## src/rtl/memarb_if.sv

```systemverilog
// Bus bundle between memarb, its two masters (m0 = CPU LSU, m1 = DMA/debug loader)
// and the single-ported data memory.
interface memarb_if;
  // Handshake: a master raises req with stable we/addr/wdata and holds it until
  // gnt pulses; gnt marks the one ACCESS cycle and rvalid the following RESP cycle,
  // where err and rdata are valid. Dropping req before gnt withdraws the request.
  logic        m0_req;
  logic        m0_we;
  logic [31:0] m0_addr;
  logic [31:0] m0_wdata;
  logic        m0_gnt;
  logic        m0_rvalid;
  logic [31:0] m0_rdata;
  logic        m0_err;

  logic        m1_req;
  logic        m1_we;
  logic [31:0] m1_addr;
  logic [31:0] m1_wdata;
  logic        m1_gnt;
  logic        m1_rvalid;
  logic [31:0] m1_rdata;
  logic        m1_err;

  logic        mem_MemWrite;
  logic        mem_MemRead;
  logic [31:0] mem_address;
  logic [31:0] mem_Write;
  logic [31:0] mem_Read;

  modport slave (
    input  m0_req, m0_we, m0_addr, m0_wdata,
    input  m1_req, m1_we, m1_addr, m1_wdata,
    input  mem_Read,
    output m0_gnt, m0_rvalid, m0_rdata, m0_err,
    output m1_gnt, m1_rvalid, m1_rdata, m1_err,
    output mem_MemWrite, mem_MemRead, mem_address, mem_Write
  );

  modport master (
    output m0_req, m0_we, m0_addr, m0_wdata,
    output m1_req, m1_we, m1_addr, m1_wdata,
    output mem_Read,
    input  m0_gnt, m0_rvalid, m0_rdata, m0_err,
    input  m1_gnt, m1_rvalid, m1_rdata, m1_err,
    input  mem_MemWrite, mem_MemRead, mem_address, mem_Write
  );
endinterface

```

## src/rtl/memarb.sv

```systemverilog
// Two-master arbiter/sequencer for the data memory: IDLE(latch) -> ACCESS -> RESP.
// Define MEMARB_ROUND_ROBIN_EN for round-robin arbitration; default is fixed priority to m0.
module memarb #(
  parameter int MEM_WORDS = 1024
) (
  input  logic       memarb_clk,
  input  logic       memarb_rst_n,
  memarb_if.slave    bus,
  output logic [1:0] dbg_state
);

  typedef enum logic [1:0] {
    IDLE   = 2'd0,
    ACCESS = 2'd1,
    RESP   = 2'd2
  } state_t;

  localparam logic [31:0] mem_words_lim = 32'(MEM_WORDS);

  state_t      state;
  logic        win_id;
  logic        we_q;
  logic        err_q;
  logic        mem_we_q;
  logic        mem_re_q;
  logic [31:0] mem_addr_q;
  logic [31:0] mem_wdata_q;

  logic        sel_id;
  logic        sel_we;
  logic        sel_err;
  logic [31:0] sel_addr;
  logic [31:0] sel_wdata;

`ifdef MEMARB_ROUND_ROBIN_EN
  logic        prio_q;  // master preferred on a tie
`endif

  always_comb begin
`ifdef MEMARB_ROUND_ROBIN_EN
    sel_id = (bus.m0_req && bus.m1_req) ? prio_q : !bus.m0_req;
`else
    sel_id = !bus.m0_req;
`endif
    sel_we    = sel_id ? bus.m1_we    : bus.m0_we;
    sel_addr  = sel_id ? bus.m1_addr  : bus.m0_addr;
    sel_wdata = sel_id ? bus.m1_wdata : bus.m0_wdata;
    sel_err   = (sel_addr[1:0] != 2'b00) || ({2'b00, sel_addr[31:2]} >= mem_words_lim);
  end

  always_ff @(posedge memarb_clk) begin
    if (!memarb_rst_n) begin
      state         <= IDLE;
      win_id        <= 1'b0;
      we_q          <= 1'b0;
      err_q         <= 1'b0;
      mem_we_q      <= 1'b0;
      mem_re_q      <= 1'b0;
      mem_addr_q    <= '0;
      mem_wdata_q   <= '0;
      bus.m0_gnt    <= 1'b0;
      bus.m1_gnt    <= 1'b0;
      bus.m0_rvalid <= 1'b0;
      bus.m1_rvalid <= 1'b0;
      bus.m0_err    <= 1'b0;
      bus.m1_err    <= 1'b0;
      bus.m0_rdata  <= '0;
      bus.m1_rdata  <= '0;
`ifdef MEMARB_ROUND_ROBIN_EN
      prio_q        <= 1'b0;
`endif
    end else begin
      bus.m0_gnt    <= 1'b0;
      bus.m1_gnt    <= 1'b0;
      bus.m0_rvalid <= 1'b0;
      bus.m1_rvalid <= 1'b0;
      bus.m0_err    <= 1'b0;
      bus.m1_err    <= 1'b0;
      mem_we_q      <= 1'b0;
      mem_re_q      <= 1'b0;
      mem_addr_q    <= '0;
      mem_wdata_q   <= '0;
      unique case (state)
        IDLE: begin
          if (bus.m0_req || bus.m1_req) begin
            state  <= ACCESS;
            win_id <= sel_id;
            we_q   <= sel_we;
            err_q  <= sel_err;
            if (sel_id) bus.m1_gnt <= 1'b1;
            else        bus.m0_gnt <= 1'b1;
            // Erroneous accesses never reach the memory lines.
            if (!sel_err) begin
              mem_we_q    <= sel_we;
              mem_re_q    <= !sel_we;
              mem_addr_q  <= sel_addr;
              mem_wdata_q <= sel_wdata;
            end
          end
        end
        ACCESS: begin
          state <= RESP;
          if (win_id) begin
            bus.m1_rvalid <= 1'b1;
            bus.m1_err    <= err_q;
            bus.m1_rdata  <= (err_q || we_q) ? '0 : bus.mem_Read;
          end else begin
            bus.m0_rvalid <= 1'b1;
            bus.m0_err    <= err_q;
            bus.m0_rdata  <= (err_q || we_q) ? '0 : bus.mem_Read;
          end
        end
        RESP: begin
          state <= IDLE;
`ifdef MEMARB_ROUND_ROBIN_EN
          prio_q <= !win_id;
`endif
        end
        default: state <= IDLE;
      endcase
    end
  end

  // Enables are gated by reset so a reset landing in ACCESS suppresses the store.
  assign bus.mem_MemWrite = mem_we_q & memarb_rst_n;
  assign bus.mem_MemRead  = mem_re_q & memarb_rst_n;
  assign bus.mem_address  = mem_addr_q;
  assign bus.mem_Write    = mem_wdata_q;
  assign dbg_state        = state;

endmodule

```

## src/flat_wrapper.sv

```systemverilog
// flat-port wrapper written by rule: the top's interface ports become plain ports
module memarb_flat 
#(
  parameter int MEM_WORDS = 1024
)
  (memarb_clk, memarb_rst_n, dbg_state, bus_m0_req, bus_m0_we, bus_m0_addr, bus_m0_wdata, bus_m1_req, bus_m1_we, bus_m1_addr, bus_m1_wdata, bus_mem_Read, bus_m0_gnt, bus_m0_rvalid, bus_m0_rdata, bus_m0_err, bus_m1_gnt, bus_m1_rvalid, bus_m1_rdata, bus_m1_err, bus_mem_MemWrite, bus_mem_MemRead, bus_mem_address, bus_mem_Write);
  memarb_if bus_i ();
  input  logic memarb_clk;
  input  logic memarb_rst_n;
  output logic [1:0] dbg_state;
  input wire logic [$bits(bus_i.m0_req)-1:0] bus_m0_req;
  input wire logic [$bits(bus_i.m0_we)-1:0] bus_m0_we;
  input wire logic [$bits(bus_i.m0_addr)-1:0] bus_m0_addr;
  input wire logic [$bits(bus_i.m0_wdata)-1:0] bus_m0_wdata;
  input wire logic [$bits(bus_i.m1_req)-1:0] bus_m1_req;
  input wire logic [$bits(bus_i.m1_we)-1:0] bus_m1_we;
  input wire logic [$bits(bus_i.m1_addr)-1:0] bus_m1_addr;
  input wire logic [$bits(bus_i.m1_wdata)-1:0] bus_m1_wdata;
  input wire logic [$bits(bus_i.mem_Read)-1:0] bus_mem_Read;
  output wire logic [$bits(bus_i.m0_gnt)-1:0] bus_m0_gnt;
  output wire logic [$bits(bus_i.m0_rvalid)-1:0] bus_m0_rvalid;
  output wire logic [$bits(bus_i.m0_rdata)-1:0] bus_m0_rdata;
  output wire logic [$bits(bus_i.m0_err)-1:0] bus_m0_err;
  output wire logic [$bits(bus_i.m1_gnt)-1:0] bus_m1_gnt;
  output wire logic [$bits(bus_i.m1_rvalid)-1:0] bus_m1_rvalid;
  output wire logic [$bits(bus_i.m1_rdata)-1:0] bus_m1_rdata;
  output wire logic [$bits(bus_i.m1_err)-1:0] bus_m1_err;
  output wire logic [$bits(bus_i.mem_MemWrite)-1:0] bus_mem_MemWrite;
  output wire logic [$bits(bus_i.mem_MemRead)-1:0] bus_mem_MemRead;
  output wire logic [$bits(bus_i.mem_address)-1:0] bus_mem_address;
  output wire logic [$bits(bus_i.mem_Write)-1:0] bus_mem_Write;
  assign bus_i.m0_req = bus_m0_req;
  assign bus_i.m0_we = bus_m0_we;
  assign bus_i.m0_addr = bus_m0_addr;
  assign bus_i.m0_wdata = bus_m0_wdata;
  assign bus_i.m1_req = bus_m1_req;
  assign bus_i.m1_we = bus_m1_we;
  assign bus_i.m1_addr = bus_m1_addr;
  assign bus_i.m1_wdata = bus_m1_wdata;
  assign bus_i.mem_Read = bus_mem_Read;
  assign bus_m0_gnt = bus_i.m0_gnt;
  assign bus_m0_rvalid = bus_i.m0_rvalid;
  assign bus_m0_rdata = bus_i.m0_rdata;
  assign bus_m0_err = bus_i.m0_err;
  assign bus_m1_gnt = bus_i.m1_gnt;
  assign bus_m1_rvalid = bus_i.m1_rvalid;
  assign bus_m1_rdata = bus_i.m1_rdata;
  assign bus_m1_err = bus_i.m1_err;
  assign bus_mem_MemWrite = bus_i.mem_MemWrite;
  assign bus_mem_MemRead = bus_i.mem_MemRead;
  assign bus_mem_address = bus_i.mem_address;
  assign bus_mem_Write = bus_i.mem_Write;
  memarb #(.MEM_WORDS(MEM_WORDS)) u_core (.memarb_clk(memarb_clk), .memarb_rst_n(memarb_rst_n), .bus(bus_i), .dbg_state(dbg_state));
endmodule
```

## config.mk

```make
export PLATFORM = sky130hd
export DESIGN_NAME = memarb_flat
export DESIGN_NICKNAME = d
export VERILOG_FILES = /design/src/rtl/memarb_if.sv /design/src/rtl/memarb.sv /design/src/flat_wrapper.sv
export SDC_FILE = /design/constraint.sdc
export NUM_CORES = 1
export LEC_CHECK = 0
export ABC_AREA = 1
export CAP_MARGIN = 20
export CORE_MARGIN = 1
export CORE_UTILIZATION = 38
export DETAILED_ROUTE_END_ITERATION = 12
export PLACE_DENSITY = 0.8
export SLEW_MARGIN = 20
export SYNTH_ARGS = -nofsm -noshare
export SYNTH_HDL_FRONTEND = slang
export SYNTH_SLANG_ARGS = --single-unit
```

## constraint.sdc

```tcl
create_clock -name memarb_clk -period 1.6 [get_ports memarb_clk]
set_input_delay 0.32 -clock memarb_clk [delete_from_list [all_inputs] [get_ports memarb_clk]]
set_output_delay 0.32 -clock memarb_clk [all_outputs]
set_load 0.01 [all_outputs]
```

# After elaboration in Yosys (flattened, before gate mapping)
# Cells that the tools add are included.
# totals
ff_bits,141
latch_bits,0
ramBits,0
mem_bits_ro,0
out_inout_bits,138
wordCells,51
mem_count,0
# op_classes
addsub,0
mul,0
n_div,0
order_cmp,1
n_eq_ne,2
shifts,0
n_mux,10
bitwise_logic,7
reduce_logical,15
# op_table
operator,n
two-way mux 32 bit,3
">= comparator 30 x 11 -> 1 bit, second input constant",1
AND reduction 2 bit,4
AND reduction 3 bit,2
two-way mux 1 bit,5
NOT 1 bit,5
case mux 2 bit (2 select lines),1
OR reduction 4 bit,1
logical OR 1 bit,3
OR reduction 3 bit,1
bitwise AND 1 bit,2
"equality test 2 x 1 -> 1 bit, second input constant",1
zero test 1 bit,2
zero test 2 bit,1
two-way mux 2 bit,1
"inequality test 2 x 1 -> 1 bit, second input constant",1
nonzero test 2 bit,1

# Longest topological paths before layout
# depth
depth_word,4
mapped_depth,12
ltp_nobuf,10

# Least setup slack after synthesis
# Ideal clock, no wire load.
# synth_timing
kind,in2reg
startpoint,input bus_m0_req
endpoint,register u_core.mem_we_q
setup_ns,0.062
arrival_ns,1.385
t_required_ns,1.538
slack_ns,0.152
stages,10
cell_sequence,buf_6 -> buf_4 -> nand2_1 -> nand2_1 -> nor2_1 -> nand3_1 -> nor2_2 -> nand3_4 -> buf_6 -> nor2_2
# synth_between
elab_chain_len,4
word_cells_on_any_way,8
cone_classes,order compare (1); mux (2); bitwise (1); reduce/logical (4)
# synth_rtl
element,line,source
start: declaration,flat_wrapper.sv:11,input wire logic [$bits(bus_i.m0_req)-1:0] bus_m0_req;
two-way mux 32 bit,memarb.sv:46,sel_addr = sel_id ? bus.m1_addr : bus.m0_addr;
>= comparator 30 x 11 -> 1 bit or nonzero test 2 bit (tied branches),memarb.sv:48,"sel_err = (sel_addr[1:0] != 2'b00) || ({2'b00, sel_addr[31:2]} >= mem_words_lim);"
logical OR 1 bit,memarb.sv:48,
OR reduction 4 bit (no line),n/a,
end signal: assignment,memarb.sv:94,mem_we_q <= sel_we;
end: declaration,memarb.sv:24,logic mem_we_q;
# Parallel ways exist; a longest one is shown, timed or not.
# A chain may end at the register's enable or synchronous reset.

# Final worst setup path
# layout_timing
startpoint,register u_core.bus.m0_rvalid
endpoint,output bus_m0_rvalid
# layout_lines
element,line,source
start: declaration,memarb_if.sv:35,"output m0_gnt, m0_rvalid, m0_rdata, m0_err,"
start signal: assignment,memarb.sv:63,bus.m0_rvalid <= 1'b0;
start signal: assignment,memarb.sv:75,bus.m0_rvalid <= 1'b0;
start signal: assignment,memarb.sv:108,bus.m0_rvalid <= 1'b1;
end: declaration,flat_wrapper.sv:21,output wire logic [$bits(bus_i.m0_rvalid)-1:0] bus_m0_rvalid;
# No word-level cell between the ends.

==> qor_table.md <==
| Stage | Metric | Reported |
|:---|:---|:---|
| yosys | Syn avg cell area | 8.19 sq um |
| setup path | Worst Setup End Kind | output port |
| floorplanning | Number of placement rows | 42 |
| detailed routing | Remaining design rule violation count | 0 |
| timing | Rel. slew slack | 49.8% |
| yosys | Ranking of synthesized cells by instance count | 141 x sky130_fd_sc_hd__dfxtp_1, 136 x sky130_fd_sc_hd__nor2_1, 100 x sky130_fd_sc_hd__nand2_1 |
| floorplanning | Core Region | 13300 sq um |
| yosys | Part of the Yosys area used for sequential elements | 53.8% |
| final layout | Post-route cell area | 9060 sq um |
| global routing | Initial antenna violation count | 0 |
| timing | Max Clock Skew | 0.00965 ns |
| timing | Final period util | 98.1% |
| setup path | Startpoint class of the critical path | register |
| yosys | Top FF cell, synth | sky130_fd_sc_hd__dfxtp_1 |
| detailed routing | Average wire per standard cell | 14.0 um |
| clock network | CTS sink cnt | 141 |
| setup path | CP max FO | 1 |
| detailed routing | Total iterations of the first detailed-routing run | 5 |
| yosys | Post-synthesis async set-or-reset flop share | 0% |
| detailed routing | Post-detailed-routing wire length | 16200 um |
| placement | Detailed placer's ending HPWL | 12400 um |
| yosys | Cell area after technology mapping | 5250 sq um |
| clock network | Maximum clock insertion buffer count | 2 |
| floorplanning | Effective utilization at floorplan | 39.3% |
| timing | Final-report setup violation count | 0 |
| global routing | GR Overflow Total | 0 |
| setup path | Worst Path Arrival | 1.25 ns |
| placement | Post-placement cell area | 8600 sq um |
| final layout | Layout overhead on the synthesized area | 72.7% |
| yosys | Post-synthesis sequential element count | 141 |
| floorplanning | Die extent in x | 120 um |
| clock network | PostCTS Resize Cnt | 125 |
| yosys | Cells after synthesis | 641 |
| clock network | Clock tree from TritonCTS | done |
| placement | Minimum setup slack after placement | -0.172 ns |
| run | Number of maximum-capacitance constraint violations | 0 |
| power and ir drop | Pleak | 4.75 nW |
| floorplanning | Height of the chip | 120 um |
| timing | Achievable Freq | 0.637 GHz |
| setup path | Ordered cell list for the critical path | clkdlybuf4s50_1 |
| placement | Port bufs | 303 |
| yosys | Area share of the largest cell type after synthesis | 53.8% |
| yosys | Cells taking the most area after synthesis | sky130_fd_sc_hd__dfxtp_1 54%, sky130_fd_sc_hd__nor2_1 9.7%, sky130_fd_sc_hd__mux2i_1 8.0% |
| global routing | Largest net degree at the start of global routing | 62 |
| clock network | Root Driver | sky130_fd_sc_hd__clkbuf_16 |
| timing | Final worst hold slack | 0.234 ns |
| setup path | Cell with the largest stage delay on the worst path | sky130_fd_sc_hd__clkdlybuf4s50_1 |
| setup path | Endpoint required time on the critical path | 1.28 ns |
| setup path | Crit path max-delay family | buffers and inverters |
| yosys | Leading cell type by number of instances after synthesis | sky130_fd_sc_hd__dfxtp_1 |
| placement | Final weighted congestion in routability-driven placement | 0.834 |
| setup path | Type of the setup path with the least slack | register to output port |
| yosys | YS warnings | 0 |
| clock network | Clock-pin slew on the worst setup and hold paths | 0.06 ns |
| timing | Final Slew Violations | 0 |
| final layout | Share of cells above drive strength 1 | 9.37% |
| setup path | Critical Path Max Stage Delay | 0.53 ns |
| global routing | Number of global-route vias before repair | 5075 |
| floorplanning | Die footprint | 14300 sq um |
| timing | Worst Tran Pin Value | 0.753 ns |
| clock network | Number of buffers created by CTS | 17 |
| timing | PnR worst setup slack | 0.0304 ns |
| clock network | Number of buffers added to fix hold violations after cts | 0 |
| yosys | Leading area contributor after synthesis | sky130_fd_sc_hd__dfxtp_1 |
| detailed routing | Vias after detailed routing | 5224 |
| status | Outcome | completed |
| final layout | Number of inserted diodes | 0 |
| final layout | Final net count | 1136 |
| detailed routing | Vias per cell | 4.51 |
| clock network | Clock latency reported for the late side of the worst-skew pair | 0.42 ns |
| global routing | Overall track demand over capacity in global routing | 23.2% |
| yosys | Count of flip-flops with a built-in enable after synthesis | 0 |
| timing | Clock period minus worst slack | 1.57 ns |
| final layout | Fill cell instance count of the final layout | 1151 |
| floorplanning | I/O pin total | 304 |
| worst hold path | Class of the worst hold path | input port to register |
| power and ir drop | Power density over the cells | 988 nW/um^2 |
| global routing | First-pass GRT wire length | 25300 um |
| clock network | Post CTS Setup Buffer Count | 0 |
| detailed routing | Violation count after the first detailed-route iteration | 323 |
| clock network | CTS H-tree lvls | 4 |
| timing | Number of endpoints with negative hold slack in the final report | 0 |
| setup path | Buf/Inv on CP | 1 |
| yosys | Count of different cell masters after synthesis | 21 |
| detailed routing | Antenna-violating nets left | 0 |
| timing | Unrepaired setup endpoints after global routing | true |
| power and ir drop | Maximum vdd ir drop | 0.000770 V |
power by group:
group | total, mW | switching [mW] | internal, mW
clock | 3.90 | 1.51 | 2.39
combinational | 1.33 | 0.620 | 0.708
sequential | 3.73 | 0.0633 | 3.67
registers in the layout (all words and copies together), names as in the netlist:
register	flops
u_core.bus.mem_address	32
u_core.win_id	1
u_core.mem_we_q	1
u_core.mem_re_q	1
u_core.bus.m0_err	1
u_core.bus.m1_rdata	32
u_core.bus.m1_rvalid	1
u_core.we_q	1
u_core.bus.m1_gnt	1
u_core.bus.m0_gnt	1
u_core.bus.m1_err	1
u_core.bus.m0_rdata	32
u_core.bus.mem_Write	32
u_core.err_q	1
u_core.bus.m0_rvalid	1
u_core.dbg_state	2
kinds of logic after synthesis:
group	after synthesis	share of synthesized area [%]
AOI/OAI and AO/OA	89	8.49
buffers and inverters	91	7.82
DFF	141	53.8
muxes	42	8.01
other	1	0.0715
and+or+nand+nor	277	21.8
routing by layer:
layer	part of all wire, %	vias up	track usage [%]	wire (um)
li1	-	2636	-	-
met1	38	2307	25.0	6060
met2	51	241	40.6	8180
met3	7.7	40	6.51	1240
met4	4.2	0	13.0	675
met5	0	-	0	0
metrics by stage:
step / utilization, % / instances / setup TNS [ns] / power (mW)
3_5_place_dp: 64.5 / 1127 / -6.37 / 5.23
5_1_grt: 67.9 / 1158 / -0.00236 / 9.34
2_1_floorplan: - / 662 / 0 / 4.37
4_1_cts: 67.7 / 1158 / 0 / 9.03
3_3_place_gp: 64.5 / 1127 / -4.41 / 5.22
6_report: 67.9 / 1158 / 0 / 8.96
area by class of cell:
type	count	area, sq um	share of cell area (%)
Inverter	55	209	2.31
Tap cell	176	220	2.43
Sequential cell	141	2820	31.1
Clock inverter	11	134	1.48
Timing Repair Buffer	325	3120	34.5
Clock buffer	20	457	5.04
Multi-Input combinational cell	430	2100	23.1
worst paths after layout:
kind,start,to,slack [ns],cells past startpoint
min,memarb_rst_n,u_core.we_q,0.23,3
max reg2reg,u_core.err_q,u_core.bus.m0_rdata[19],0.14,5
max,u_core.bus.m0_rvalid,bus_m0_rvalid,0.03,1
min reg2reg,u_core.bus.m0_rdata[26],u_core.bus.m0_rdata[26],0.46,2
cell usage in the layout, fill, tap and decap left out, types with 2 or more instances in the layout:
| master | instances |
|---|---|
| sky130_fd_sc_hd__nor2_2 | 34 |
| sky130_fd_sc_hd__buf_4 | 18 |
| sky130_fd_sc_hd__nor3_1 | 2 |
| sky130_fd_sc_hd__inv_1 | 52 |
| sky130_fd_sc_hd__a21oi_1 | 24 |
| sky130_fd_sc_hd__inv_6 | 2 |
| sky130_fd_sc_hd__nand2_1 | 100 |
| sky130_fd_sc_hd__buf_12 | 5 |
| sky130_fd_sc_hd__clkinv_4 | 2 |
| sky130_fd_sc_hd__dlygate4sd2_1 | 125 |
| sky130_fd_sc_hd__o21ai_0 | 64 |
| sky130_fd_sc_hd__nand3_1 | 5 |
| sky130_fd_sc_hd__clkbuf_8 | 2 |
| sky130_fd_sc_hd__dfxtp_1 | 141 |
| sky130_fd_sc_hd__clkbuf_16 | 17 |
| sky130_fd_sc_hd__bufinv_16 | 2 |
| sky130_fd_sc_hd__nor2_1 | 134 |
| sky130_fd_sc_hd__clkinvlp_4 | 3 |
| sky130_fd_sc_hd__dlymetal6s2s_1 | 11 |
| sky130_fd_sc_hd__clkdlybuf4s50_1 | 165 |
| sky130_fd_sc_hd__conb_1 | 22 |
| sky130_fd_sc_hd__mux2i_1 | 42 |
(Power assumes the default switching activity.)
